<file path="src/rtl/jtag_tap_master_if.sv">
// rtl/jtag_tap_master_if.sv - command/response bundle between a scan sequencer and jtag_tap_master
interface jtag_tap_master_if #(
    parameter int DATA_W = 32,
    parameter int LEN_W  = 6
);
    logic              cmd_valid;
    logic              cmd_ready;
    logic              cmd_ir;
    logic [LEN_W-1:0]  cmd_len;
    logic [DATA_W-1:0] cmd_data;
    logic              rsp_valid;
    logic [DATA_W-1:0] rsp_data;
    logic              rsp_err;

    modport master (
        output cmd_valid, cmd_ir, cmd_len, cmd_data,
        input  cmd_ready, rsp_valid, rsp_data, rsp_err
    );

    modport slave (
        input  cmd_valid, cmd_ir, cmd_len, cmd_data,
        output cmd_ready, rsp_valid, rsp_data, rsp_err
    );
endinterface

</file>
<file path="src/rtl/jtag_tap_master.sv">
// rtl/jtag_tap_master.sv - JTAG initiator: walks the target TAP to Shift-IR/DR, shifts LSB-first, returns to RTI
module jtag_tap_master #(
    parameter int DATA_W = 32,
    parameter int LEN_W  = 6
) (
    input  logic             TCK,
    input  logic             TRST,
    jtag_tap_master_if.slave bus,
    output logic             TMS,
    output logic             TDI,
    input  logic             TDO,
    output logic [3:0]       tap_state
);
    localparam logic [3:0] tlr = 4'hF, rti = 4'hC, sel_dr = 4'h7, cap_dr = 4'h6;
    localparam logic [3:0] sh_dr = 4'h2, ex1_dr = 4'h1, pause_dr = 4'h3, ex2_dr = 4'h0;
    localparam logic [3:0] upd_dr = 4'h5, sel_ir = 4'h4, cap_ir = 4'hE, sh_ir = 4'hA;
    localparam logic [3:0] ex1_ir = 4'h9, pause_ir = 4'hB, ex2_ir = 4'h8, upd_ir = 4'hD;

    localparam logic [2:0] st_init  = 3'd0;
    localparam logic [2:0] st_idle  = 3'd1;
    localparam logic [2:0] st_nav   = 3'd2;
    localparam logic [2:0] st_shift = 3'd3;
    localparam logic [2:0] st_exit  = 3'd4;
    localparam logic [2:0] st_upd   = 3'd5;
    localparam logic [2:0] st_done  = 3'd6;

    logic [2:0]        state;
    logic [LEN_W-1:0]  cnt;
    logic [LEN_W-1:0]  len_q;
    logic              ir_q;
    logic [DATA_W-1:0] sh_q;
    logic [DATA_W-1:0] cap_q;
    logic              len_bad;
    logic [LEN_W-1:0]  nav_last;

    function automatic logic [3:0] tap_next(input logic [3:0] s, input logic t);
        case (s)
            tlr:      tap_next = t ? tlr    : rti;
            rti:      tap_next = t ? sel_dr : rti;
            sel_dr:   tap_next = t ? sel_ir : cap_dr;
            cap_dr:   tap_next = t ? ex1_dr : sh_dr;
            sh_dr:    tap_next = t ? ex1_dr : sh_dr;
            ex1_dr:   tap_next = t ? upd_dr : pause_dr;
            pause_dr: tap_next = t ? ex2_dr : pause_dr;
            ex2_dr:   tap_next = t ? upd_dr : sh_dr;
            upd_dr:   tap_next = t ? sel_dr : rti;
            sel_ir:   tap_next = t ? tlr    : cap_ir;
            cap_ir:   tap_next = t ? ex1_ir : sh_ir;
            sh_ir:    tap_next = t ? ex1_ir : sh_ir;
            ex1_ir:   tap_next = t ? upd_ir : pause_ir;
            pause_ir: tap_next = t ? ex2_ir : pause_ir;
            ex2_ir:   tap_next = t ? upd_ir : sh_ir;
            default:  tap_next = t ? sel_dr : rti;
        endcase
    endfunction

    assign len_bad  = (bus.cmd_len == '0) || (bus.cmd_len > LEN_W'(DATA_W));
    // Navigation is 1,0,0 for DR and 1,1,0,0 for IR; nav_last indexes the final bit.
    assign nav_last = ir_q ? LEN_W'(3) : LEN_W'(2);

    always_ff @(posedge TCK) begin
        if (TRST) begin
            state         <= st_init;
            cnt           <= '0;
            len_q         <= '0;
            ir_q          <= 1'b0;
            sh_q          <= '0;
            cap_q         <= '0;
            TMS           <= 1'b1;
            TDI           <= 1'b0;
            tap_state     <= tlr;
            bus.cmd_ready <= 1'b0;
            bus.rsp_valid <= 1'b0;
            bus.rsp_err   <= 1'b0;
            bus.rsp_data  <= '0;
        end else begin
            // The target samples this same TMS on this edge, so the mirror stays in lockstep.
            tap_state     <= tap_next(tap_state, TMS);
            bus.rsp_valid <= 1'b0;
            if (tap_state == sh_dr || tap_state == sh_ir)
                cap_q <= cap_q | (DATA_W'(TDO) << cnt);

            case (state)
                st_init: begin
                    if (tap_state == rti) begin
                        state         <= st_idle;
                        bus.cmd_ready <= 1'b1;
                    end else if (cnt < LEN_W'(4)) begin
                        TMS <= 1'b1;
                        cnt <= cnt + LEN_W'(1);
                    end else begin
                        TMS <= 1'b0;
                    end
                end
                st_idle: begin
                    if (bus.cmd_valid && bus.cmd_ready) begin
                        bus.cmd_ready <= 1'b0;
                        ir_q          <= bus.cmd_ir;
                        len_q         <= bus.cmd_len;
                        sh_q          <= bus.cmd_data;
                        cap_q         <= '0;
                        cnt           <= '0;
                        if (len_bad) begin
                            state <= st_done;
                        end else begin
                            state <= st_nav;
                            TMS   <= 1'b1;
                        end
                    end
                end
                st_nav: begin
                    if (cnt == nav_last) begin
                        state <= st_shift;
                        cnt   <= '0;
                        TMS   <= (len_q == LEN_W'(1));
                        TDI   <= sh_q[0];
                    end else begin
                        TMS <= ir_q && (cnt == '0);
                        cnt <= cnt + LEN_W'(1);
                    end
                end
                st_shift: begin
                    if (cnt == len_q - LEN_W'(1)) begin
                        state <= st_exit;
                        TMS   <= 1'b1;
                        TDI   <= 1'b0;
                    end else begin
                        cnt  <= cnt + LEN_W'(1);
                        TMS  <= (cnt + LEN_W'(2) == len_q);
                        TDI  <= sh_q[1];
                        sh_q <= sh_q >> 1;
                    end
                end
                st_exit: begin
                    state <= st_upd;
                    TMS   <= 1'b0;
                end
                st_upd: begin
                    state         <= st_idle;
                    cnt           <= '0;
                    bus.cmd_ready <= 1'b1;
                    bus.rsp_valid <= 1'b1;
                    bus.rsp_err   <= 1'b0;
                    bus.rsp_data  <= cap_q;
                end
                st_done: begin
                    state         <= st_idle;
                    bus.cmd_ready <= 1'b1;
                    bus.rsp_valid <= 1'b1;
                    bus.rsp_err   <= 1'b1;
                    bus.rsp_data  <= '0;
                end
                default: begin
                    state <= st_init;
                    cnt   <= '0;
                end
            endcase
        end
    end
endmodule
</file>
<file path="src/flat_wrapper.sv">
// flat-port wrapper written by rule: the top's interface ports become plain ports
module jtag_tap_master_flat 
#(
    parameter int DATA_W = 32,
    parameter int LEN_W  = 6
)
  (TCK, TRST, TMS, TDI, TDO, tap_state, bus_cmd_valid, bus_cmd_ir, bus_cmd_len, bus_cmd_data, bus_cmd_ready, bus_rsp_valid, bus_rsp_data, bus_rsp_err);
  jtag_tap_master_if #(.DATA_W(DATA_W), .LEN_W(LEN_W)) bus_i ();
  input  logic TCK;
  input  logic TRST;
  output logic TMS;
  output logic TDI;
  input  logic TDO;
  output logic [3:0] tap_state;
  input wire logic [$bits(bus_i.cmd_valid)-1:0] bus_cmd_valid;
  input wire logic [$bits(bus_i.cmd_ir)-1:0] bus_cmd_ir;
  input wire logic [$bits(bus_i.cmd_len)-1:0] bus_cmd_len;
  input wire logic [$bits(bus_i.cmd_data)-1:0] bus_cmd_data;
  output wire logic [$bits(bus_i.cmd_ready)-1:0] bus_cmd_ready;
  output wire logic [$bits(bus_i.rsp_valid)-1:0] bus_rsp_valid;
  output wire logic [$bits(bus_i.rsp_data)-1:0] bus_rsp_data;
  output wire logic [$bits(bus_i.rsp_err)-1:0] bus_rsp_err;
  assign bus_i.cmd_valid = bus_cmd_valid;
  assign bus_i.cmd_ir = bus_cmd_ir;
  assign bus_i.cmd_len = bus_cmd_len;
  assign bus_i.cmd_data = bus_cmd_data;
  assign bus_cmd_ready = bus_i.cmd_ready;
  assign bus_rsp_valid = bus_i.rsp_valid;
  assign bus_rsp_data = bus_i.rsp_data;
  assign bus_rsp_err = bus_i.rsp_err;
  jtag_tap_master #(.DATA_W(DATA_W), .LEN_W(LEN_W)) u_core (.TCK(TCK), .TRST(TRST), .bus(bus_i), .TMS(TMS), .TDI(TDI), .TDO(TDO), .tap_state(tap_state));
endmodule
</file>
<file path="config.mk">
export PLATFORM = sky130hd
export DESIGN_NAME = jtag_tap_master_flat
export DESIGN_NICKNAME = d
export VERILOG_FILES = /design/src/rtl/jtag_tap_master_if.sv /design/src/rtl/jtag_tap_master.sv /design/src/flat_wrapper.sv
export SDC_FILE = /design/constraint.sdc
export NUM_CORES = 1
export LEC_CHECK = 0
export CAP_MARGIN = 20
export CORE_ASPECT_RATIO = 0.9
export CORE_MARGIN = 2
export CORE_UTILIZATION = 54
export DETAILED_ROUTE_END_ITERATION = 10
export MAX_ROUTING_LAYER = met4
export PLACE_DENSITY = 0.86
export SYNTH_ARGS = -nofsm -noshare
export SYNTH_HDL_FRONTEND = slang
export SYNTH_SLANG_ARGS = --single-unit
</file>
<file path="constraint.sdc">
create_clock -name TCK -period 2.34 [get_ports TCK]
set_clock_uncertainty 0.05 [all_clocks]
set_input_delay 0.351 -clock TCK [delete_from_list [all_inputs] [get_ports TCK]]
set_output_delay 0.351 -clock TCK [all_outputs]
set_load 0.1 [all_outputs]
</file>
# --- Word level (Yosys, flattened, before mapping) ---
# Index checks and enable logic that the tools add are counted.
totals:
  reg_bits: 121
  inputBits: 43
  out_inout_bits: 41
  elab_cells: 124
op_classes:
  addsub: 3
  n_lt_le_gt_ge: 2
  eq_ne: 31
  shifts: 1
  mux: 48
  n_bitwise: 2
  n_reduce_logical: 24
ops:
  columns: ["operator", "n"]
  rows:
  - ["32-bit 2-to-1 mux", 5]
  - ["32-bit one-hot mux with 2 select lines", 2]
  - ["4-bit one-hot mux with 11 select lines", 1]
  - ["32-bit bitwise OR", 1]
  - ["1-bit by 6-bit << shifter with 32-bit output", 1]
  - ["6-bit 2-to-1 mux", 5]
  - ["6-bit one-hot mux with 5 select lines", 1]
  - ["4-bit equality test, second input constant", 7]
  - ["3-bit 2-to-1 mux", 9]
  - ["6-bit equality test", 3]
  - ["3-bit one-hot mux with 6 select lines", 1]
  - ["1-bit 2-to-1 mux", 13]
  - ["4-bit by 3-bit equality test with 1-bit output, second input constant", 3]
  - ["6-bit logical NOT", 2]
  - ["2-bit 2-to-1 mux", 6]
  - ["2-bit by 1-bit inequality test with 1-bit output, second input constant", 5]
  - ["3-bit equality test, second input constant", 3]
  - ["4-bit by 2-bit equality test with 1-bit output, second input constant", 2]
  - ["4-bit AND reduction", 2]
  - ["2-bit OR reduction", 4]
  - ["6-bit by 1-bit adder with 6-bit output, second input constant", 1]
  - ["6-bit by 2-bit adder with 6-bit output, second input constant", 1]
  - ["3-bit by 2-bit equality test with 1-bit output, second input constant", 2]
  - ["6-bit by 1-bit equality test with 1-bit output, second input constant", 1]
  - ["other kinds (21)", 30]

# --- Logic depth before layout (Yosys ltp) ---
# Gate-level depths: netlist of run 1.
logic_depth:
  word_depth: 5
  depth_mapped: 9
  ltp_nobuf: 8

# --- Worst setup path after synthesis of run 1 ---
# No wires, ideal clock.
synth_path:
  path_kind: "reg2reg"
  startpoint: "reg u_core.bus.cmd_ready"
  endpoint: "reg u_core.cnt[3]"
  setup_ns: 0.119
  arrival_time_ns: 2.347
  t_required_ns: 2.171
  slack_ns: -0.176
  stages_incl_launch_ff: 8
  n_path_buf: 1
  synth_period_minus_slack_ns: 2.516
  cell_sequence: "dfxtp_1 -> and2_1 -> clkbuf_1 -> nor3_1 -> a221o_1 -> a31oi_2 -> nand3_1 -> mux2i_1"
synth_between:
  elab_chain_len: 3
synth_rtl:
  columns: ["item", "line_no", "source"]
  rows:
  - ["from (decl)", "jtag_tap_master_if.sv:22", "output cmd_ready, rsp_valid, rsp_data, rsp_err"]
  - ["from (signal assigned)", "jtag_tap_master.sv:72", "bus.cmd_ready <= 1'b0;"]
  - ["from (signal assigned)", "jtag_tap_master.sv:87", "bus.cmd_ready <= 1'b1;"]
  - ["from (signal assigned)", "jtag_tap_master.sv:97", "bus.cmd_ready <= 1'b0;"]
  - ["1-bit logical AND", "jtag_tap_master.sv:96", "if (bus.cmd_valid && bus.cmd_ready) begin"]
  - ["2-bit by 1-bit inequality test with 1-bit output (no source line)", null, null]
  - ["5-bit AND reduction (no source line)", null, null]
  - ["to (signal assigned)", "jtag_tap_master.sv:90", "cnt <= cnt + LEN_W'(1);"]
  - ["to (signal assigned)", "jtag_tap_master.sv:119", "cnt <= cnt + LEN_W'(1);"]
  - ["to (signal assigned)", "jtag_tap_master.sv:128", "cnt <= cnt + LEN_W'(1);"]
  - ["to (decl)", "jtag_tap_master.sv:28", "logic [LEN_W-1:0] cnt;"]
# No other way between the ends.
# A chain may end at the register's enable or synchronous reset.

# --- Final worst setup path of run 1 ---
layout_path:
  startpoint: "reg u_core.len_q[3]"
  endpoint: "reg u_core.sh_q[3]"
layout_between:
  elab_chain_len: 4
layout_rtl:
  columns: ["item", "line_no", "source"]
  rows:
  - ["from (decl)", "jtag_tap_master.sv:29", "logic [LEN_W-1:0] len_q;"]
  - ["from (signal assigned)", "jtag_tap_master.sv:99", "len_q <= bus.cmd_len;"]
  - ["6-bit by 1-bit subtractor with 6-bit output", "jtag_tap_master.sv:123", "if (cnt == len_q - LEN_W'(1)) begin"]
  - ["6-bit equality test", "jtag_tap_master.sv:123", null]
  - ["2-bit inequality test (no source line)", null, null]
  - ["3-bit AND reduction (no source line)", null, null]
  - ["to (signal assigned)", "jtag_tap_master.sv:100", "sh_q <= bus.cmd_data;"]
  - ["to (signal assigned)", "jtag_tap_master.sv:131", "sh_q <= sh_q >> 1;"]
  - ["to (decl)", "jtag_tap_master.sv:31", "logic [DATA_W-1:0] sh_q;"]
# No other way between the ends.

==> results of run 1 <==
-- sequential cells by signal, indices dropped and copies added, names as in the netlist --
register,count
u_core.TDI,1
u_core.bus.rsp_err,1
u_core.state,3
u_core.cnt,6
u_core.len_q,6
u_core.bus.rsp_valid,1
u_core.cap_q,32
u_core.TMS,1
u_core.tap_state,4
u_core.ir_q,1
u_core.bus.rsp_data,32
u_core.sh_q,32
u_core.bus.cmd_ready,1
-- layout by cell type, fill, tap and decap left out, types with 7 or more instances in the layout --
cell             netlist  routed
nor2_1                96      94
inv_1                 42      42
mux2i_1               11      11
dfxtp_1              121     118
a22oi_1               33      33
a221oi_2              30      30
or3_1                 34      34
clkbuf_16              0      17
buf_4                  3      72
nor3_1                11      11
nand2_1               28      28
xnor2_1                7       7
o21ai_0               39      39
a21oi_1               42      42
nand3_1                8       8
nand2b_1               9       9
clkdlybuf4s50_1        0      41
-- power by group through the flow --
stage          Sequential, mW  Combinational [mW]  Clock [mW]
2_1_floorplan            2.45               0.450           0
3_3_place_gp             2.25               0.894           0
3_5_place_dp             2.26               0.918           0
4_1_cts                  2.22               0.927        2.74
5_1_grt                  2.23                1.00        2.82
6_report                 2.22               0.935        2.72
-- final timing paths --
path                                startpoint                      endpoint  depth (start not counted)
setup / recovery  u_core.len_q[3]$_SDFFE_PP0P_   u_core.sh_q[3]$_SDFFE_PP0P_                          7
hold / removal                            TRST  u_core.sh_q[30]$_SDFFE_PP0P_                          2
setup reg to reg  u_core.len_q[3]$_SDFFE_PP0P_   u_core.sh_q[3]$_SDFFE_PP0P_                          7
hold reg to reg    u_core.sh_q[8]$_SDFFE_PP0P_   u_core.sh_q[8]$_SDFFE_PP0P_                          2
-- critical path, stage by stage, from the launching register on --
cell and delay [ps]:
dfxtp_1 380, nor3_1 290, nand3_1 130, a2111o_1 500, nor2_1 230, nor2_4 70, buf_12 180, a221oi_2 250
-- logic make-up after synthesis --
family,after synthesis,synth area share
buf+inv,91,0.0673
simple gates,212,0.186
flops,121,0.442
xor+xnor,12,0.0205
fa+ha+maj,5,0.0114
compound gates,177,0.253
mux,11,0.0201
-- area by class of cell --
type,instances,area (sq um),share of cell area
clock buffer,17,425,0.0603
clock inverter,15,189,0.0268
inverter,42,158,0.0223
multi-input combinational,417,2710,0.384
sequential,121,2430,0.344
tap,126,158,0.0223
timing repair buffer,116,996,0.141
-- per-layer routing --
layer	wire [microns]	vias to the layer above
li1	-	2399
met1	6000	2403
met2	7110	209
met3	1230	43
met4	367	0
met5	0	-
==> results_dict.tcl, run 1 <==
set metrics [dict create \
    grt_pass1_wl_microns 24100 \
    dieArea_sq_mm 0.0110 \
    maxCapViolCount 0 \
    seq_power_share 0.378 \
    dp.cells 822 \
    setup_viol 0 \
    pwr-share-comb 0.159 \
    cp_max_fo 30 \
    drive_gt1_frac 0.203 \
    async_flop_share 0 \
    grtUsageMet2 0.464 \
    syn_nets 677 \
    fillCellCount 685 \
    portBuffers 83 \
    finalInstanceArea_sq_mm 0.00706 \
    synth_warnings 0 \
    finalSetupTns_ps 0 \
    fin_crit_ps 2190 \
    grt.total_usage 0.290 \
    grt_setup_unrepaired "no" \
    cts_buffers 17 \
    synth_top_area_frac 0.442 \
    maxSlewViolCount 0 \
    required_ps 2610 \
    cp.arrival_ps 2470 \
    cts_sinks 121 \
    h-tree-depth 4 \
    p_total_mw 5.87 \
    worst_hold_slack_ps 134 \
    grtUsageMet1 0.330 \
    final_hold_viol_count 0 \
    tritoncts "built" \
    gp_congestion 0.901 \
    vdd_drop_max_mv 0.633 \
    syn_area_sq_mm 0.00549 \
    synth-edff-count 0 \
    power_frac_clock 0.463 \
    fin_crit_sh 0.937 \
    cp-start-kind "register" \
    drt_iter0_markers 462 \
    dpl-instance-area_sq_mm 0.00644 \
    synth_ff_type "dfxtp_1" \
    cts_setup_buffers 0 \
    synth.area.top_cells "dfxtp_1 (44%), a221oi_2 (8.2%), nor2_1 (6.6%)" \
    syn_inst 629 \
    postCtsResizedCells 0 \
    totalWireLength_microns 14700 \
    yosysSeqAreaShare 0.442 \
    relSlewSlack 0.465 \
    finalNonFillerCells 854 \
    synthTopCellsByCount "dfxtp_1 (121), nor2_1 (96), a21oi_1 (42), inv_1 (42), o21ai_0 (39)" \
    setup_slack_ps 146 \
    core_region_area_sq_mm 0.00978 \
    ys_types 57 \
    end_kind "register" \
    swShare 0.293 \
    use_met3 0.0898 \
    hold_buffers 0 \
    viasPerCell 5.92 \
    max_freq_mhz 456 \
    p_leak_nw 2.64 \
    syn_avg_cell_area_sq_um 8.72 \
    ys_ff_latch 121 \
    clock_latency_ps 420 \
    grt_busiest_layer "met2" \
    grt_pass1_vias 5045 \
    path_class "register to register" \
    hpwl_microns 9360 \
    final_util 0.721 \
    rows 34 \
    wl_per_cell_microns 17.2 \
    yosysTopAreaCell "dfxtp_1" \
    hold_path_class "input pin to register" \
    clk_pin_slew_worst_paths_ps 60 \
    grt_max_degree 56 \
    power_switching_mw 1.72 \
    routed-via-count 5054 \
    io_pins 84 \
    fin_nets 763 \
    ant_nets 0 \
    syn_to_final_growth_pct 28.7 \
    route.detailed.drc 0 \
    antenna_found_initial 0 \
    initial_core_util 0.561 \
    worst_pin_slew_ps 782 \
    outcome "finished, final reports clean" \
    root_buffer "clkbuf_16" \
    powerDensity_mw_per_mm2 831 \
    post-place-ws_ps -265 \
    drt_pass1_iterations 6 \
    gr-total-overflow 0 \
    regToRegSetupSlack_ps 150 \
    yosysMostFrequentCell "dfxtp_1" \
    antenna_cells 0 \
    p_int_mw 4.15 \
    fp.dieW_microns 110 \
    die_y_microns 99.6 \
    clk_path_buf_depth 2 \
]
(Power assumes the default switching activity.)
==> run 2: changes to the inputs <==
- GPL_ROUTABILITY_DRIVEN: not set -> 0
==> results_dict.tcl, run 2 (synthesis gave the netlist of run 1 again) <==
set metrics [dict create \
    outcome "finished, final reports clean" \
    h-tree-depth 4 \
    initial_core_util 0.561 \
    cp_num_buf_inv 2 \
    largest_registers "u_core.bus.rsp_data x32, u_core.cap_q x32, u_core.sh_q x32" \
    cp.arrival_ps 2570 \
    final_hold_viol_count 0 \
    grt_setup_unrepaired "no" \
    dp.cells 821 \
    grt_pass1_wl_microns 23500 \
    viasPerCell 5.97 \
    hold_depth 2 \
    setup_viol 0 \
    worst_pin_slew_ps 722 \
    grt.total_usage 0.279 \
    drive_gt1_frac 0.202 \
    rows 34 \
    fillCellCount 685 \
    max_freq_mhz 437 \
    vdd_drop_max_mv 0.567 \
    final_util 0.719 \
    root_buffer "clkbuf_16" \
    required_ps 2620 \
    wl_per_cell_microns 17.1 \
    path_class "register to register" \
    tritoncts "built" \
    slowest_delay_ps 710 \
    worst_path_max_delay_cell "a2111oi_0" \
    cts_sinks 121 \
    clock_latency_ps 410 \
    drt_pass1_iterations 5 \
    final_common_cell "dfxtp_1" \
    fin_crit_sh 0.979 \
    relSlewSlack 0.506 \
    totalWireLength_microns 14600 \
    cp_max_fo 12 \
    hpwl_microns 9190 \
    finalNonFillerCells 853 \
    clk_pin_slew_worst_paths_ps 50 \
    antenna_found_initial 0 \
    routed-via-count 5090 \
    end_kind "register" \
    core_region_area_sq_mm 0.00978 \
    route.detailed.drc 0 \
    p_leak_nw 2.64 \
    finalSetupTns_ps 0 \
    fin_crit_ps 2290 \
    finalInstanceArea_sq_mm 0.00704 \
    powerDensity_mw_per_mm2 815 \
    clk_path_buf_depth 2 \
    antenna_cells 0 \
    multi_input_area_sq_mm 0.00271 \
    drt_iter0_markers 456 \
    final_cell_mix "dfxtp_1 (118), nor2_1 (94), buf_4 (70)" \
    path_cells "inv_1 -> and4_1 -> a2111oi_0 -> buf_4 -> nand2_1 -> o22ai_1" \
    dpl-instance-area_sq_mm 0.00645 \
    reg2reg_depth 6 \
    syn_to_final_growth_pct 28.3 \
    cp.depth 6 \
    io_pins 84 \
    ant_nets 0 \
    grt_pass1_vias 4910 \
    grt_max_degree 63 \
    maxCapViolCount 0 \
    dieArea_sq_mm 0.0110 \
    critPathTopFamily "compound AO/OA/AOI/OAI gates" \
    portBuffers 83 \
    postCtsResizedCells 0 \
    regArea_sq_mm 0.00243 \
    fp.dieW_microns 110 \
    cp-start-kind "register" \
    maxSlewViolCount 0 \
    p_total_mw 5.74 \
    cts_setup_buffers 0 \
    die_y_microns 99.6 \
    hold_path_class "input pin to register" \
    fin_nets 762 \
    gr-total-overflow 0 \
    hold_buffers 0 \
    cts_buffers 17 \
]
-- run 2: changes by cell type in the layout (fill, tap and decap cells not counted), moves of 2 or more --
cell,delta
buf_4,-2
clkinv_2,+4
clkinvlp_4,-2
inv_6,-4
-- run 2: area by class of cell --
class,instances,share of cell area
clock buffers,18,0.0624
repair buffers,115,0.142
multi-input cells,417,0.385
well taps,126,0.0224
flip-flops and latches,121,0.345
clock inverters,14,0.0212
inverters,42,0.0224
-- run 2: where the power goes --
part	leakage, nW	switching [mW]	internal (mW)
sequential	0.975	0.0965	2.12
combinational	1.38	0.616	0.342
clock	0.284	0.966	1.60
-- run 2: final timing paths --
check | start | endpoint | slack (ps)
setup / recovery | u_core.state[0]$_SDFFE_PP0P_ | u_core.cnt[0]$_SDFFE_PP0P_ | 50
hold / removal | TRST | u_core.len_q[1]$_SDFFE_PP0P_ | 340
setup reg to reg | u_core.state[0]$_SDFFE_PP0P_ | u_core.cnt[0]$_SDFFE_PP0P_ | 50
hold reg to reg | u_core.sh_q[14]$_SDFFE_PP0P_ | u_core.sh_q[14]$_SDFFE_PP0P_ | 410
-- run 2: metal layers --
| layer | up-vias | track usage | share of wire |
|---|---|---|---|
| li1 | 2406 | - | - |
| met1 | 2427 | 0.330 | 0.42 |
| met2 | 216 | 0.449 | 0.49 |
| met3 | 41 | 0.0799 | 0.074 |
| met4 | 0 | 0.102 | 0.024 |
| met5 | - | - | 0 |
-- run 2: through the flow --
step / worst slack (ps) / hold slack [ps]
3_3_place_gp: -122 / 393
6_report: 50.0 / 341
5_1_grt: 7.64 / 331
2_1_floorplan: 113 / 388
4_1_cts: 83.7 / 323
3_5_place_dp: -196 / 398
